### config.mk
export PLATFORM = sky130hd
export DESIGN_NAME = seq_mem_loader
export DESIGN_NICKNAME = d
export VERILOG_FILES = /design/src/rtl/seq_mem_loader_pkg.sv /design/src/rtl/seq_mem_loader.sv
export SDC_FILE = /design/constraint.sdc
export NUM_CORES = 1
export LEC_CHECK = 0
export CELL_PAD_IN_SITES_DETAIL_PLACEMENT = 2
export CELL_PAD_IN_SITES_GLOBAL_PLACEMENT = 2
export CORE_ASPECT_RATIO = 1.4
export CORE_MARGIN = 3
export CORE_UTILIZATION = 41
export CTS_CLUSTER_DIAMETER = 60
export DETAILED_ROUTE_END_ITERATION = 7
export DONT_BUFFER_PORTS = 1
export GPL_TIMING_DRIVEN = 1
export PLACE_DENSITY = 0.8
export SYNTH_ARGS = -nofsm -noshare
export SYNTH_HDL_FRONTEND = slang
export SYNTH_SLANG_ARGS = --single-unit
### constraint.sdc
create_clock -name clk -period 5.4 [get_ports clk]
set_input_delay 1.35 -clock clk [delete_from_list [all_inputs] [get_ports clk]]
set_output_delay 1.35 -clock clk [all_outputs]
set_load 0.005 [all_outputs]
### src/rtl/seq_mem_loader_pkg.sv
// rtl/seq_mem_loader_pkg.sv - shared codes and state type for the base memory loader
package seq_mem_loader_pkg;

  // 'N' base; also the padding code seen by the k-mer extension logic
  localparam logic [3:0] BASE_N = 4'b0000;

  typedef enum logic [1:0] {
    IDLE,
    LOAD,
    DONE
  } loader_state_t;

endpackage

### src/rtl/seq_mem_loader.sv
// rtl/seq_mem_loader.sv - streams encoded bases into a packed slot memory, slot n <= base n
module seq_mem_loader
  import seq_mem_loader_pkg::*;
#(
  parameter int BASE_LEN   = 4,
  parameter int ACTUAL_MEM = 32,
  parameter int MEM_LEN    = ACTUAL_MEM * BASE_LEN,
  parameter int INDICE_LEN = $clog2(ACTUAL_MEM)
) (
  input  logic                  clk,
  input  logic                  rst,
  input  logic                  start,
  input  logic                  base_valid,
  input  logic [BASE_LEN-1:0]   base_data,
  input  logic                  base_last,
  output logic                  base_ready,
  output logic [MEM_LEN-1:0]    memory,
  output logic                  mem_valid,
  output logic [INDICE_LEN:0]   wr_count,
  output logic                  truncated
);

  localparam logic [INDICE_LEN:0]   CAP_M1   = (INDICE_LEN+1)'(ACTUAL_MEM - 1);
  localparam logic [ACTUAL_MEM-1:0] SLOT_ONE = {{(ACTUAL_MEM-1){1'b0}}, 1'b1};

  loader_state_t         state_q, state_d;
  logic [MEM_LEN-1:0]    mem_q, mem_d;
  logic [INDICE_LEN:0]   cnt_q, cnt_d;
  logic                  trunc_q, trunc_d;
  logic [ACTUAL_MEM-1:0] slot_we;
  logic                  at_cap;

  always_ff @(posedge clk or posedge rst) begin
    if (rst) begin
      state_q <= IDLE;
      mem_q   <= '0;
      cnt_q   <= '0;
      trunc_q <= 1'b0;
    end else begin
      state_q <= state_d;
      mem_q   <= mem_d;
      cnt_q   <= cnt_d;
      trunc_q <= trunc_d;
    end
  end

  always_comb begin
    state_d = state_q;
    mem_d   = mem_q;
    cnt_d   = cnt_q;
    trunc_d = trunc_q;
    slot_we = '0;
    at_cap  = (cnt_q == CAP_M1);
    case (state_q)
      IDLE, DONE: begin
        if (start) begin
          mem_d   = '0;
          cnt_d   = '0;
          trunc_d = 1'b0;
          state_d = LOAD;
        end
      end
      LOAD: begin
        // cnt_q < ACTUAL_MEM while loading, so the low bits are a valid slot index
        if (base_valid) begin
          slot_we = SLOT_ONE << cnt_q[INDICE_LEN-1:0];
          cnt_d   = cnt_q + 1'b1;
          if (base_last || at_cap) begin
            state_d = DONE;
            trunc_d = at_cap && !base_last;
          end
        end
      end
      default: state_d = IDLE;
    endcase
    for (int s = 0; s < ACTUAL_MEM; s++) begin
      if (slot_we[s]) mem_d[s*BASE_LEN +: BASE_LEN] = base_data;
    end
  end

  assign base_ready = (state_q == LOAD);
  assign mem_valid  = (state_q == DONE);
  assign memory     = mem_q;
  assign wr_count   = cnt_q;
  assign truncated  = trunc_q;

endmodule

==> reports/metrics.csv, run 1 <==
metric;value;unit
Fillers;1454;
reg2reg end;memory[121];
maxcap violations;0;
Sw Ratio;30.7;%
clock share of power;43.6;%
Final Net Count;531;
die extent in y;153;um
CP Data Arrival Time;1.78;ns
crit path time final;3.13;ns
pre-CTS setup slack;2.30;ns
Pre-Repair DR Iteration Count;4;
internal power;0.00199;W
drt wl/cell;25.0;um
Core ar.;14800;um2
metal1 wirelength;6530;um
worst-margin pin slew;1.03;ns
share of cells above drive strength 1;14.4;%
Yosys reg bits;137;
crit path cell chain;nand2b_1, inv_1;
Initial Util;42.6;%
worst reg2reg setup slack;2.41;ns
TNS Setup;0;ns
outcome;complete, no violations;
WP data required;4.05;ns
synthesized area;6290;um2
Worst Skew;0.0150;ns
CTS buffer count;17;
post-DP HPWL;11600;um
fmax;319;MHz
CTS tree;built;
combinational power share;13.5;%
uppermost layer routed;met4;
Pwr Total;0.00287;W
die area;16900;um2
sequential standard cell area;3430;um2
met3 WL;1280;um
Tcrit/Tclk final;58.0;%
Flop pwr share;42.9;%
Area contributors post-synth;dfrtp_1 (55%), mux2i_1 (21%), nand2_1 (8.5%);
global-route usage over all layers;21.9;%
unrepaired setup endpoints after global routing;no;
final setup vio count;0;
startpoint types;flip-flop;
sequential element share of the synthesized area;54.5;%
clk_lat worst skew;0.42;ns
root buf cell;clkbuf_16;
Critical Path Max Stage Delay;1.02;ns
Synth async-reset ratio;100;%
Cell Pwr Density;410;nW/um2
worst r2r src;state_q[0];
switching pwr;0.000883;W
VDD IR max;0.192;mV
via count;3942;
initial antenna violation count;0;
Hold Crit Depth;2;
CTS Hold Bufs;0;
Setup Fix Bufs, Post-CTS;0;
Hold Vio Cnt, Final;0;
Clock transition at path regs;0.06;ns
Die W;111;um
number of flops mapped to enable cells by yosys;0;
worst setup margin;2.27;ns
antenna viol nets, final;0;
P&R area growth vs syn;11.5;%
Hold EP;memory[105];
Final Non-Filler Cells;717;
Critical Path Slowest Stage Cell;dfrtp_1;
vias per cell;5.50;
synth unique cells;33;
DR iter-0 viols;190;
Max transition margin;31.1;%
post-cts gate resize count;0;
dominant synthesized flop cell;dfrtp_1;
Worst Hold Class;flip-flop to flip-flop;
Synth Instances;525;
I/O pins;146;
cell taking the most area after synthesis;dfrtp_1;
largest net degree at the start of global routing;97;
critical path type;flip-flop to output port;
H-tree levels;4;
vias in the first global route;4778;
GRT Residual Overflow;0;
Multi-input gate area;2630;um2
Synth top area share;54.5;%
dpl cells;686;
DR WL met2;9920;um
LEAKAGE;3.54;nW
routed wire length;17900;um
hold path start;memory[105];
n_diodes;0;
Setup crit end kind;output port;
Worst R2R Path Depth;4;
DR DRC count;0;
I/O Buffers;0;
Max FO, Critical Path;15;
# clock sinks;137;
syn_area_per_cell;12.0;um2
GP Congestion;0.774;
first-pass GRT wire length;29000;um
CTS max path bufs;2;
Rows;52;
Synthesis Warnings;0;
Mapped Nets;540;
Slew Viols, Final;0;
[area by class of cell]
cell class | count | area share [%]
Multi-Input combinational cell | 343 | 37.5
Timing Repair Buffer | 6 | 0.643
Clock buffer | 17 | 6.07
Clock inverter | 14 | 2.82
Sequential cell | 137 | 48.9
Inverter | 11 | 0.660
Tap cell | 189 | 3.37
[flip-flops by register name (all words and copies together), names as in the netlist]
register   count
truncated      1
memory       128
state_q        2
wr_count       6
[layout by cell type (no fill, tap or decap), drive strengths merged, types with 2 or more instances in the layout]
cell	n
nand2b	4
o21ai	4
ha	6
nand4b	5
nand2	146
nor2b	2
nand3	6
nand3b	4
nor2	19
buf	6
mux2i	129
clkbuf	17
clkinv	5
and3b	4
inv	14
and4bb	3
bufinv	4
clkinvlp	2
dfrtp	137
[critical path, delay by kind of cell, from the launching register on]
family,cells,cell delay (ns)
buffers and inverters,1,0.16
and+or+nand+nor,1,0.18
DFF,1,1.02
[per-stage QoR]
stage,area (um2),hold WS [ns],util (%)
floorplan,6290,0.502,-
global placement,6390,0.541,43.2
detailed placement,6390,0.543,43.2
CTS,7010,0.558,47.5
global route,7010,0.578,47.5
finish,7010,0.552,47.5
[power groups by stage]
stage | clock network, W | registers [W] | logic [W]
3_3_place_gp | 0 | 0.00124 | 0.000365
6_report | 0.00125 | 0.00123 | 0.000389
4_1_cts | 0.00127 | 0.00124 | 0.000400
5_1_grt | 0.00133 | 0.00124 | 0.000436
3_5_place_dp | 0 | 0.00125 | 0.000393
2_1_floorplan | 0 | 0.00116 | 0.000374
[cell families (layout without fill, tap and decap cells)]
| group | Yosys count | in the layout | share of synthesized area, % |
|---|---|---|---|
| fa+ha+maj | 6 | 6 | 1.19 |
| flops | 137 | 137 | 54.5 |
| compound gates | 12 | 12 | 1.31 |
| mux | 129 | 129 | 20.5 |
| simple gates | 196 | 196 | 18.7 |
| buf+inv | 45 | 48 | 3.76 |
[Yosys cell counts, types with 2 or more instances]
cell / n
nor2_4: 18
buf_2: 12
nand2_1: 142
nand2_4: 3
nand2b_1: 4
nand3_1: 6
and4bb_2: 2
buf_6: 4
inv_1: 11
nand4b_4: 5
buf_4: 6
and3b_1: 4
mux2i_1: 129
dfrtp_1: 137
o21ai_0: 4
nand3b_4: 4
ha_1: 6
nor2b_1: 2
clkbuf_1: 12
[how the worst max path moves through the flow]
stage | cells past startpoint | to | slack [ns] | startpoint
global placement | 4 | memory[78] | 2.49 | start
global route | 4 | memory[121] | 2.16 | state_q[0]
detailed placement | 4 | memory[89] | 2.30 | start
finish | 2 | base_ready | 2.27 | state_q[0]
floorplan | 1 | memory[0] | 0.38 | rst
CTS | 2 | base_ready | 2.25 | state_q[0]
[routing by layer]
layer / track usage (%) / vias to the layer above
met1: 23.5 / 2073
met2: 40.7 / 120
met5: 0 / -
met4: 5.34 / 0
met3: 7.59 / 19
li1: - / 1730
No activity file was read; power rests on OpenSTA's default activity.
==> run 2, diff against run 1 <==
clock period = 3.1 ns   (was 5.4 ns; I/O delays follow)
==> run 2 against run 1 <==
Utilization hardly changed. Total power is 68% higher. Sequential share of layout area hardly changed. Clock skew is 0.0062 ns lower. Global-route usage grew 0.064 points. Sequential power grew 69%. Cell count grew 0.84%. Register-to-register slack worse by 1.4 ns. Via count up 0.79%. Design area about the same. Clock-buffer cell count increased by 2. Worst hold slack got worse by 0.23 ns. Highest routed layer unchanged.
==> reports/metrics.csv, run 2 (synthesis gave the netlist of run 1 again) <==
metric;value;unit;change
global-route usage over all layers;21.9;%;+0.064 points
drt wl/cell;24.9;um;-0.35%
routed wire length;18000;um;+0.48%
post-cts gate resize count;0;;unchanged
root buf cell;clkbuf_16;;
Final Util;47.5;%;about the same
clk_lat worst skew;0.42;ns;about the same
Max transition margin;38.3;%;+7.1 points
Rows;52;;unchanged
Slew Viols, Final;0;;unchanged
outcome;complete, no violations;;
I/O pins;146;;unchanged
via count;3973;;+0.79%
vias per cell;5.50;;about the same
fmax;467;MHz;
CP Data Arrival Time;1.36;ns;-0.42 ns
Worst Hold Class;input port to asynchronous set/reset pin;;
die area;16900;um2;unchanged
Worst Skew;0.00875;ns;-0.00621 ns
GRT Residual Overflow;0;;unchanged
hold_ws;0.318;ns;-0.233 ns
n_diodes;0;;unchanged
LEAKAGE;3.54;nW;about the same
Hold Vio Cnt, Final;0;;unchanged
critical path type;flip-flop to output port;;
worst-margin pin slew;0.926;ns;-0.107 ns
Setup Fix Bufs, Post-CTS;0;;unchanged
antenna viol nets, final;0;;unchanged
Clock transition at path regs;0.06;ns;about the same
CTS max path bufs;2;;unchanged
GP Congestion;0.745;;-3.7%
first-pass GRT wire length;28900;um;-0.55%
Max FO, Critical Path;16;;+1
TNS Setup;0;ns;unchanged
Die W;111;um;unchanged
H-tree levels;4;;unchanged
die extent in y;153;um;unchanged
WP data required;2.32;ns;-1.73 ns
initial antenna violation count;0;;unchanged
P&R area growth vs syn;11.5;%;about the same
most common cell after layout, fill and taps aside;nand2_1;;
Pre-Repair DR Iteration Count;4;;unchanged
crit path time final;2.14;ns;
maxcap violations;0;;unchanged
final setup vio count;0;;unchanged
largest net degree at the start of global routing;70;;-28%
DR iter-0 viols;193;;+1.6%
Setup crit end kind;output port;;
share of cells above drive strength 1;15.2;%;+0.77 points
# clock sinks;137;;unchanged
VDD IR max;0.302;mV;+57%
Worst R2R Path Depth;5;;+1
Tcrit/Tclk final;69.0;%;
Cell Pwr Density;688;nW/um2;+68%
Initial Util;42.6;%;unchanged
post-DP HPWL;11800;um;+1.9%
CTS buffer count;17;;unchanged
CTS tree;built;;
max reg flops;128;;unchanged
Final Net Count;536;;+0.94%
most frequent cells in the layout;nand2_1 (142), dfrtp_1 (137), mux2i_1 (129), nor2_4 (18), clkbuf_16 (17);;
Levels on crit path;0;;-2
startpoint types;flip-flop;;
Core ar.;14800;um2;unchanged
DR DRC count;0;;unchanged
I/O Buffers;0;;unchanged
CTS Hold Bufs;0;;unchanged
vias in the first global route;4718;;-1.3%
unrepaired setup endpoints after global routing;no;;
run 2: changes by cell type in the layout (fill, tap and decap cells not counted):
cell,change
clkinv_4,-1
clkinv_2,+1
clkbuf_8,+1
buf_4,+3
clkbuf_1,+1
bufinv_16,-3
clkinvlp_4,+2
buf_12,+2
run 2: through the flow:
step,setup WS (ns),power [W],std cells,instance area (um2)
after floorplan,0.618,0.00268,525,6290
after global placement,1.10,0.00285,691,6450
after detailed placement,1.08,0.00290,691,6450
after CTS,0.934,0.00489,723,7010
after global routing,0.902,0.00505,723,7010
final,0.961,0.00482,723,7010
run 2: routing by layer:
layer  share of wire (%)  global-route usage [%]  routed length [um]  vias to the layer above
li1                    -                       -                   -                     1735
met1                  37                    24.0                6680                     2092
met2                  54                    39.0                9710                      118
met3                 6.7                    7.79                1210                       28
met4                 2.4                    7.75                 428                        0
met5                   0                       0                   0                        -
run 2: area by class of cell:
cell class | instances | area [um2]
well taps | 189 | 236
repair buffers | 11 | 108
clock inverters | 13 | 120
fillers | 1433 | 7760
multi-input cells | 343 | 2630
clock buffers | 19 | 443
inverters | 11 | 45.0
flip-flops and latches | 137 | 3430
run 2: final timing paths:
kind | start | to | slack [ns]
min in group clk | base_last | truncated | 0.46
worst max register to register | state_q[0] | memory[51] | 1.06
worst min register to register | memory[19] | memory[19] | 0.56
worst min-delay path | rst | memory[24] | 0.32
worst max-delay path | wr_count[3] | wr_count[3] | 0.96
max in group asynchronous | rst | memory[3] | 1.99
run 2: power breakdown:
group          internal (W)  total (W)  switching [W]
clock network       0.00113    0.00196       0.000827
logic              0.000240   0.000780       0.000540
registers           0.00191    0.00208       0.000176
==> run 3, diff against run 2 <==
clock period = 2.15 ns   (was 3.1 ns; I/O delays follow)
==> run 3 against run 2 <==
Total power rose by 48%. Critical endpoint is now mem_valid. Clock-buffer cell count stayed put. Sequential power up 44%. First-iteration DRC count is 23% lower. Sequential share of layout area shrank 0.74 points. Largest power group unchanged. Cell count grew 0.69%.
==> reports/metrics.csv, run 3 (synthesis gave the netlist of run 1 again) <==
metric;value;unit;change
post-cts gate resize count;0;;unchanged
share of cells above drive strength 1;16.1;%;+0.97 points
Worst R2R Path Depth;5;;unchanged
Pwr Total;0.00716;W;+48%
DR DRC count;0;;unchanged
drt wl/cell;25.5;um;+2.3%
most frequent cells in the layout;nand2_1 (142), dfrtp_1 (137), mux2i_1 (129), nor2_4 (18), clkbuf_16 (17);;
Slew Viols, Final;0;;unchanged
worst-margin pin slew;0.794;ns;-0.132 ns
CTS buffer count;17;;unchanged
Die W;111;um;unchanged
Critical Path Slowest Stage Cell;dfrtp_1;;
CP Data Arrival Time;1.31;ns;-0.05 ns
Pre-Repair DR Iteration Count;4;;unchanged
Critical Path Max Stage Delay;0.58;ns;
# clock sinks;137;;unchanged
outcome;complete, no violations;;
first-pass GRT wire length;29800;um;+3.3%
crit-path leading delay family;flip-flops;;
startpoint types;flip-flop;;
crit path cell chain;nor2b_1;;
max reg flops;128;;unchanged
Fillers;1433;;unchanged
hold_ws;0.107;ns;-0.212 ns
crit path time final;1.85;ns;
P&R area growth vs syn;13.2;%;
LEAKAGE;3.60;nW;+1.8%
Hold Vio Cnt, Final;0;;unchanged
root buf cell;clkbuf_16;;
WP data required;1.61;ns;-0.71 ns
Max FO, Critical Path;12;;-4
initial antenna violation count;0;;unchanged
fmax;540;MHz;
die area;16900;um2;unchanged
largest net degree at the start of global routing;51;;-27%
clk_lat worst skew;0.42;ns;about the same
critical path type;flip-flop to output port;;
H-tree levels;4;;unchanged
CTS Hold Bufs;0;;unchanged
reg2reg end;memory[3];;
DR iter-0 viols;148;;-23%
Core ar.;14800;um2;unchanged
routed wire length;18600;um;+3.0%
I/O Buffers;0;;unchanged
worst reg2reg setup slack;0.33;ns;-0.73 ns
Tcrit/Tclk final;86.1;%;
I/O pins;146;;unchanged
Final Util;48.2;%;+0.73 points
Worst Hold Class;input port to asynchronous set/reset pin;;
TNS Setup;0;ns;unchanged
Max transition margin;47.1;%;+8.8 points
via count;3974;;+0.025%
post-DP HPWL;12200;um;+3.6%
GRT Residual Overflow;0;;unchanged
maxcap violations;0;;unchanged
Clock transition at path regs;0.06;ns;about the same
worst r2r src;wr_count[0];;
antenna viol nets, final;0;;unchanged
GP Congestion;0.755;;+1.3%
Worst Path Buf+Inv;0;;
die extent in y;153;um;unchanged
final instance area;7120;um2;+1.5%
vias per cell;5.46;;-0.66%
Initial Util;42.6;%;unchanged
n_diodes;0;;unchanged
global-route usage over all layers;22.9;%;+0.95 points
VDD IR max;0.468;mV;+55%
most common cell after layout, fill and taps aside;nand2_1;;
CTS max path bufs;2;;unchanged
Post-DP Area;6520;um2;+1.2%
unrepaired setup endpoints after global routing;no;;
Cell Pwr Density;1010;nW/um2;+46%
Final Net Count;541;;+0.93%
Worst Skew;0.0137;ns;+0.00496 ns
Setup Fix Bufs, Post-CTS;0;;unchanged
final setup vio count;0;;unchanged
Setup crit end kind;output port;;
Rows;52;;unchanged
CTS tree;built;;
vias in the first global route;4680;;-0.81%
run 3: cell count changes in the layout (fill, tap and decap cells not counted), sizes merged:
cell	change
buf	+5
clkinvlp	-1
bufinv	+1
inv	-1
clkinv	+1
run 3: area by class of cell:
class | instances | area [um2] | area share (%)
Sequential cell | 137 | 3430 | 48.2
Inverter | 11 | 45.0 | 0.633
Multi-Input combinational cell | 343 | 2630 | 36.9
Clock buffer | 19 | 453 | 6.36
Timing Repair Buffer | 16 | 183 | 2.57
Clock inverter | 13 | 143 | 2.00
Tap cell | 189 | 236 | 3.32
run 3: worst max-delay path by stage:
stage | start | to | slack, ns | cells after the start
2_1_floorplan | rst | memory[0] | -0.09 | 1
3_3_place_gp | wr_count[3] | memory[73] | 0.46 | 3
3_5_place_dp | wr_count[0] | memory[3] | 0.37 | 5
4_1_cts | state_q[1] | mem_valid | 0.27 | 1
5_1_grt | state_q[1] | mem_valid | 0.22 | 1
6_report | state_q[1] | mem_valid | 0.30 | 1
run 3: power breakdown:
group | total [W] | internal [W] | switching (W)
Combinational | 0.00120 | 0.000406 | 0.000797
Clock | 0.00295 | 0.00178 | 0.00117
Sequential | 0.00300 | 0.00275 | 0.000249
run 3: stage by stage:
step,std cells,setup WS (ns)
after global placement,696,0.456
after global routing,728,0.222
after floorplan,525,-0.0946
final,728,0.299
after detailed placement,696,0.371
after CTS,728,0.269
run 3: metal layers:
| metal | routed length, um | share of wire (%) | track usage, % | vias to the layer above |
|---|---|---|---|---|
| li1 | - | - | - | 1743 |
| met1 | 6770 | 36 | 24.6 | 2104 |
| met2 | 10300 | 55 | 41.9 | 110 |
| met3 | 1280 | 6.9 | 8.26 | 17 |
| met4 | 209 | 1.1 | 6.69 | 0 |
| met5 | 0 | 0 | 0 | - |
